**src/rtl/adiabatic_pkg.sv**
```systemverilog
// Shared types and the ramp-level helper for the adiabatic power-clock sequencer.
package adiabatic_pkg;

  typedef enum logic [1:0] {
    IDLE  = 2'd0,
    RUN   = 2'd1,
    DRAIN = 2'd2
  } fsm_t;

  // Interval of a phase within its 4-interval period, encoded as (idx - phase) mod 4.
  typedef enum logic [1:0] {
    EVAL  = 2'd0,
    HOLD  = 2'd1,
    RECOV = 2'd2,
    WAIT  = 2'd3
  } ivl_t;

  // Ramp level for an active phase given its interval and the sub-interval count.
  function automatic int unsigned level_of(ivl_t ivl, int unsigned sub, int unsigned int_cyc);
    case (ivl)
      EVAL:    return sub + 32'd1;
      HOLD:    return int_cyc;
      RECOV:   return int_cyc - 32'd1 - sub;
      default: return 32'd0;
    endcase
  endfunction

endpackage

```
**src/rtl/adiabatic_phase_slot.sv**
```systemverilog
// One power-clock phase: tracks whether it has started or parked and decodes
// its ramp level and digital clock pair from the shared master counters.
module adiabatic_phase_slot
  import adiabatic_pkg::*;
#(
  parameter int INT_CYC = 4,
  parameter int LVL_W   = 3,
  parameter int SUB_W   = 2
) (
  input  logic             clk,
  input  logic             rst,
  input  logic [1:0]       idx,
  input  logic [SUB_W-1:0] sub,
  input  logic [1:0]       pidx,
  input  logic             start_en,
  input  logic             drain,
  input  logic             clr,
  output logic [LVL_W-1:0] level,
  output logic             clkpos,
  output logic             clkneg,
  output logic             hold_valid,
  output logic             park_req,
  output logic             parked
);

  logic started_q;
  logic parked_q;
  logic first_eval;
  logic sub_last;
  logic active;
  ivl_t ivl;

  assign ivl        = ivl_t'(idx - pidx);
  assign sub_last   = (sub == SUB_W'(INT_CYC - 1));
  // The very first evaluate cycle counts as active so the ramp starts without delay.
  assign first_eval = start_en && !started_q && (idx == pidx) && (sub == '0);
  assign active     = (started_q && !parked_q) || first_eval;
  // While draining, a phase parks once it is idle: never started, waiting, or at the end of recover.
  assign park_req   = drain && !parked_q &&
                      (!started_q || (ivl == WAIT) || ((ivl == RECOV) && sub_last));
  assign parked     = parked_q;

  // Started/parked flags; cleared when the master leaves IDLE for a new run.
  always_ff @(posedge clk) begin
    if (rst) begin
      started_q <= 1'b0;
      parked_q  <= 1'b0;
    end else if (clr) begin
      started_q <= 1'b0;
      parked_q  <= 1'b0;
    end else begin
      if (first_eval) started_q <= 1'b1;
      if (park_req)   parked_q  <= 1'b1;
    end
  end

  // Level and clock decode; inactive phases sit at level 0.
  always_comb begin
    level      = '0;
    hold_valid = 1'b0;
    if (active) begin
      level      = LVL_W'(level_of(ivl, 32'(sub), INT_CYC));
      hold_valid = (ivl == HOLD);
    end
    clkpos = (level > LVL_W'(INT_CYC / 2));
    clkneg = ~clkpos;
  end

endmodule

```
**src/rtl/adiabatic_pclk_gen.sv**
```systemverilog
// Multi-phase trapezoidal power-clock sequencer: master IDLE/RUN/DRAIN FSM,
// shared interval counters and one phase slot per power-clock phase.
module adiabatic_pclk_gen
  import adiabatic_pkg::*;
#(
  parameter int NPHASE  = 4,
  parameter int INT_CYC = 4,
  parameter int LVL_W   = 3,
  parameter int CNT_W   = 16
) (
  input  logic                    clk,
  input  logic                    rst,
  input  logic                    start,
  input  logic                    stop,
  output logic [NPHASE*LVL_W-1:0] level,
  output logic [NPHASE-1:0]       clkpos,
  output logic [NPHASE-1:0]       clkneg,
  output logic [NPHASE-1:0]       hold_valid,
  output logic                    busy,
  output logic [CNT_W-1:0]        cycle_cnt
);

  localparam int SUB_W = $clog2(INT_CYC);

  fsm_t             state_q, state_d;
  logic [SUB_W-1:0] sub_q, sub_d;
  logic [1:0]       idx_q, idx_d;
  logic [CNT_W-1:0] cnt_q;
  logic             go;
  logic             sub_last;
  logic             all_parked;
  logic             cnt_inc;
  logic [NPHASE-1:0] park_req;
  logic [NPHASE-1:0] parked;

  assign go         = (state_q == IDLE) && start && !stop;
  assign sub_last   = (sub_q == SUB_W'(INT_CYC - 1));
  assign all_parked = &(parked | park_req);
  // Phase 0 is always started once the master runs, so only parking can suppress a count.
  assign cnt_inc    = (state_q != IDLE) && (idx_q == 2'd2) && sub_last && !parked[0];
  assign busy       = (state_q != IDLE);
  assign cycle_cnt  = cnt_q;

  // State, master counters and completed-period counter.
  always_ff @(posedge clk) begin
    if (rst) begin
      state_q <= IDLE;
      sub_q   <= '0;
      idx_q   <= '0;
      cnt_q   <= '0;
    end else begin
      state_q <= state_d;
      sub_q   <= sub_d;
      idx_q   <= idx_d;
      if (cnt_inc) cnt_q <= cnt_q + 1'b1;
    end
  end

  // Next-state logic.
  always_comb begin
    state_d = state_q;
    case (state_q)
      IDLE:    if (go) state_d = RUN;
      RUN:     if (stop) state_d = DRAIN;
      DRAIN:   if (all_parked) state_d = IDLE;
      default: state_d = IDLE;
    endcase
  end

  // Master counters run in RUN and DRAIN and sit at zero in IDLE, ready for the next start.
  always_comb begin
    sub_d = sub_q;
    idx_d = idx_q;
    if (state_q == IDLE) begin
      sub_d = '0;
      idx_d = '0;
    end else if (sub_last) begin
      sub_d = '0;
      idx_d = idx_q + 2'd1;
    end else begin
      sub_d = sub_q + 1'b1;
    end
  end

  for (genvar p = 0; p < NPHASE; p++) begin : g_slot
    adiabatic_phase_slot #(
      .INT_CYC (INT_CYC),
      .LVL_W   (LVL_W),
      .SUB_W   (SUB_W)
    ) u_slot (
      .clk        (clk),
      .rst        (rst),
      .idx        (idx_q),
      .sub        (sub_q),
      .pidx       (2'(p)),
      .start_en   (state_q == RUN),
      .drain      (state_q == DRAIN),
      .clr        (go),
      .level      (level[p*LVL_W +: LVL_W]),
      .clkpos     (clkpos[p]),
      .clkneg     (clkneg[p]),
      .hold_valid (hold_valid[p]),
      .park_req   (park_req[p]),
      .parked     (parked[p])
    );
  end

endmodule

```
**config.mk**
```make
export PLATFORM = sky130hd
export DESIGN_NAME = adiabatic_pclk_gen
export DESIGN_NICKNAME = d
export VERILOG_FILES = /design/src/rtl/adiabatic_pkg.sv /design/src/rtl/adiabatic_phase_slot.sv /design/src/rtl/adiabatic_pclk_gen.sv
export SDC_FILE = /design/constraint.sdc
export NUM_CORES = 1
export LEC_CHECK = 0
export BUFFER_PORTS_ARGS = -buffer_cell sky130_fd_sc_hd__buf_2
export CAP_MARGIN = 15
export CORE_UTILIZATION = 35
export CTS_BUF_LIST = sky130_fd_sc_hd__clkbuf_16
export CTS_CLUSTER_SIZE = 14
export DETAILED_ROUTE_END_ITERATION = 8
export SLEW_MARGIN = 20
export SYNTH_ARGS = -nofsm -noshare
export SYNTH_HDL_FRONTEND = slang
export SYNTH_HIERARCHICAL = 1
export SYNTH_SLANG_ARGS = --single-unit
```
**constraint.sdc**
```tcl
create_clock -name clk -period 6.2 [get_ports clk]
set_input_delay 0.62 -clock clk [delete_from_list [all_inputs] [get_ports clk]]
set_output_delay 0.62 -clock clk [all_outputs]
set_load 0.02 [all_outputs]
```
==> run_results.csv <==
group,metric,value,unit
status,status,"completed",
timing,max_freq,350.9,MHz
worst_setup_path,r2r-start,"sub_q[0]$_SDFF_PP0_",
final_layout,drive_above_1_share,0.2263,
routing,wl_per_cell,12.44,um
final_layout,mostFrequentLayoutCells,"44 x buf_2, 30 x dfxtp_1, 27 x inv_1, 27 x nor2_1, 18 x nand3_1",
worst_hold_path,holdCritStartpoint,"state_q[1]$_SDFFE_PP0P_",
clock_network,cts_root_buffer,"clkbuf_16",
yosys,synth_ff_type,"dfxtp_1",
worst_setup_path,cp_max_fo,22,
final_layout,layout.cells.non_filler,404,
worst_setup_path,cp-startpoint,"sub_q[0]$_SDFF_PP0_",
floorplanning,io_pins,45,
routing,drt_iter0_markers,65,
floorplanning,rows,29,
timing,fin_crit,2849,ps
timing,grt_setup_unrepaired,"no",
clock_network,cts-htree-levels,2,
worst_hold_path,worst_hold_path.endpoint,"state_q[0]$_SDFFE_PP0P_",
clock_network,insertion_delay,270,ps
power_and_ir_drop,power_frac_comb,0.136,
yosys,syn_inst,270,
yosys,synth_cell_types,41,
worst_setup_path,endpoint_kind,"primary output",
yosys,postSynthAreaPerCell,8.545,um2
power_and_ir_drop,finalPower,0.4849,mW
global_routing,antenna_found_initial,0,
final_layout,final_common_cell,"buf_2",
timing,tns,0,ps
floorplanning,die_area,6921,um2
power_and_ir_drop,pwr-share-clk,0.452,
place,dp_cells,397,
yosys,ys_ff_latch,30,
worst_setup_path,r2r_slack,3620,ps
yosys,synth_edf_count,0,
clock_network,numCtsBuffers,5,
place,io_buffers,44,
final_layout,nets,346,
yosys,yosysWarnings,6,
clock_network,clock-sinks,30,
worst_setup_path,cp_slowest_cell,"dfxtp_1",
run,max-cap-violations,0,
final_layout,finish.utilization,0.4370,
worst_hold_path,whs_path_depth,1,
worst_setup_path,path_class,"reg -> out",
global_routing,grt_max_degree,29,
timing,clock_skew,3.317,ps
clock_network,cts_tree,"done",
worst_setup_path,crit_arrival,2230,ps
timing,slew_viol_final,0,
power_and_ir_drop,ir_drop,0.1184,mV
power_and_ir_drop,seqPwrFrac,0.413,
routing,ant_nets,0,
floorplanning,die_w,83.19,um
routing,drc,0,
global_routing,grt_pass1_vias,1924,
timing,tightest_slew,804.9,ps
timing,finalSetupViolCount,0,
worst_setup_path,critical-path-max-stage-delay,820,ps
power_and_ir_drop,p_leak,1.220,nW
power_and_ir_drop,p_int,0.3626,mW
global_routing,grtUsageTotal,0.1512,
worst_hold_path,worst_hold_path_type,"reg -> reg",
yosys,mappedNetlistArea,2307,um2
routing,first_pass_iters,4,
timing,max-slew-margin-rel,0.4626,
global_routing,grt_pass1_wl,8.735,mm
clock_network,ctsResizeCount,0,
worst_setup_path,crit_required,5580,ps
clock_network,clk_pin_slew_worst_paths,50,ps
routing,viasPerCell,5.173,
place,hpwlAfterDp,3.710,mm
clock_network,hold_buffers,0,
place,gp_congestion,0.7862,
worst_setup_path,reg2reg_depth,5,
clock_network,cts_setup_buffers,0,
timing,whs,496.2,ps
worst_setup_path,crit_chain,"inv_1 > ha_1 > and3b_1 > mux2i_1 > a31o_1 > buf_2",
worst_setup_path,worstReg2RegEnd,"cycle_cnt[13]$_SDFFE_PP0P_",
power_and_ir_drop,switchingPower,0.1222,mW
clock_network,cts.path.max_buffers,2,
routing,drt-total-wl,5.026,mm
yosys,synth_seq_area_share,0.2603,
routing,vias,2090,
global_routing,grt_overflow,0,
floorplanning,die_h,83.19,um
power_and_ir_drop,p_sw_frac,0.2521,
power_and_ir_drop,power_density,174.7,nW/um2
timing,finalHoldViolations,0,
floorplanning,core-area,6350,um2
floorplanning,start_util,0.3633,
yosys,async_flop_share,0,
final_layout,area_delta_synth_final,20.28,%
worst_setup_path,start_kind,"flop",
timing,finalCritPeriodShare,0.4596,
final_layout,antennaDiodeCount,0,
==> per-layer routing <==
layer,part of all wire,GRT usage,up-vias
li1,-,-,1067
met1,0.49,0.2021,991
met2,0.48,0.2496,30
met3,0.027,0.02684,2
met4,0.0058,0.04232,0
met5,0,0,-
==> logic make-up (layout without fill, tap and decap cells) <==
family / after synthesis / in the layout / synth area share
AO/OA/AOI/OAI: 50 / 50 / 0.1773
XOR/XNOR: 22 / 22 / 0.1095
adder cells (fa/ha/maj): 15 / 15 / 0.08134
buffers and inverters: 29 / 76 / 0.04881
flip-flops: 30 / 30 / 0.2603
multiplexers: 7 / 7 / 0.03145
other: 2 / 12 / 0.003255
AND/OR/NAND/NOR: 115 / 115 / 0.2880
==> cell usage after synthesis (5+ instances only) <==
cell | n | area, um2
a21oi_1 | 17 | 85.08
dfxtp_1 | 30 | 600.6
ha_1 | 15 | 187.7
inv_1 | 25 | 93.84
mux2i_1 | 5 | 50.05
nand2_1 | 9 | 33.78
nand2b_1 | 8 | 50.05
nand3_1 | 18 | 90.09
nor2_1 | 27 | 101.4
nor3_1 | 15 | 75.07
nor3b_1 | 5 | 37.54
nor4_1 | 5 | 31.28
o21ai_0 | 5 | 25.02
xnor2_1 | 14 | 122.6
==> critical path, delay by kind of cell, from the launching register on <==
family / cells / cell delay, ps
simple gates: 1 / 180
compound gates: 1 / 170
fa+ha+maj: 1 / 330
mux: 1 / 200
flops: 1 / 820
buf+inv: 2 / 260
==> worst max path at each step <==
| stage | endpoint | depth (start not counted) |
|---|---|---|
| global placement | cycle_cnt[13]$_SDFFE_PP0P_ | 5 |
| finish | clkneg[0] | 6 |
| detailed placement | cycle_cnt[13]$_SDFFE_PP0P_ | 5 |
| global route | clkneg[0] | 6 |
| CTS | clkneg[0] | 6 |
| floorplan | level[10] | 5 |
==> cell type report <==
type	instances	area (um2)
well taps	77	96.34
repair buffers	44	220.2
flip-flops and latches	30	600.6
inverters	25	93.84
multi-input cells	221	1632
fillers	633	3575
clock inverters	2	7.507
clock buffers	5	125.1
==> sequential cells by signal (all words and copies together) (netlist names) <==
register and flops:
idx_q 2, state_q 2, g_slot.u_slot/parked 4, cycle_cnt 16, sub_q 2, g_slot.u_slot/started_q 4
==> power by group through the flow <==
stage | combinational, mW | sequential [mW] | clock, mW
6_report | 0.0657 | 0.200 | 0.219
5_1_grt | 0.0735 | 0.200 | 0.234
4_1_cts | 0.0655 | 0.200 | 0.225
3_5_place_dp | 0.0651 | 0.204 | 0
3_3_place_gp | 0.0647 | 0.204 | 0
2_1_floorplan | 0.0519 | 0.202 | 0
==> through the flow <==
stage	setup WS (ps)	area [um2]
floorplan	3827	2345
global placement	3667	2643
detailed placement	3619	2643
CTS	3343	2775
global route	3184	2775
finish	3351	2775
No activity file was read; power rests on OpenSTA's default activity.
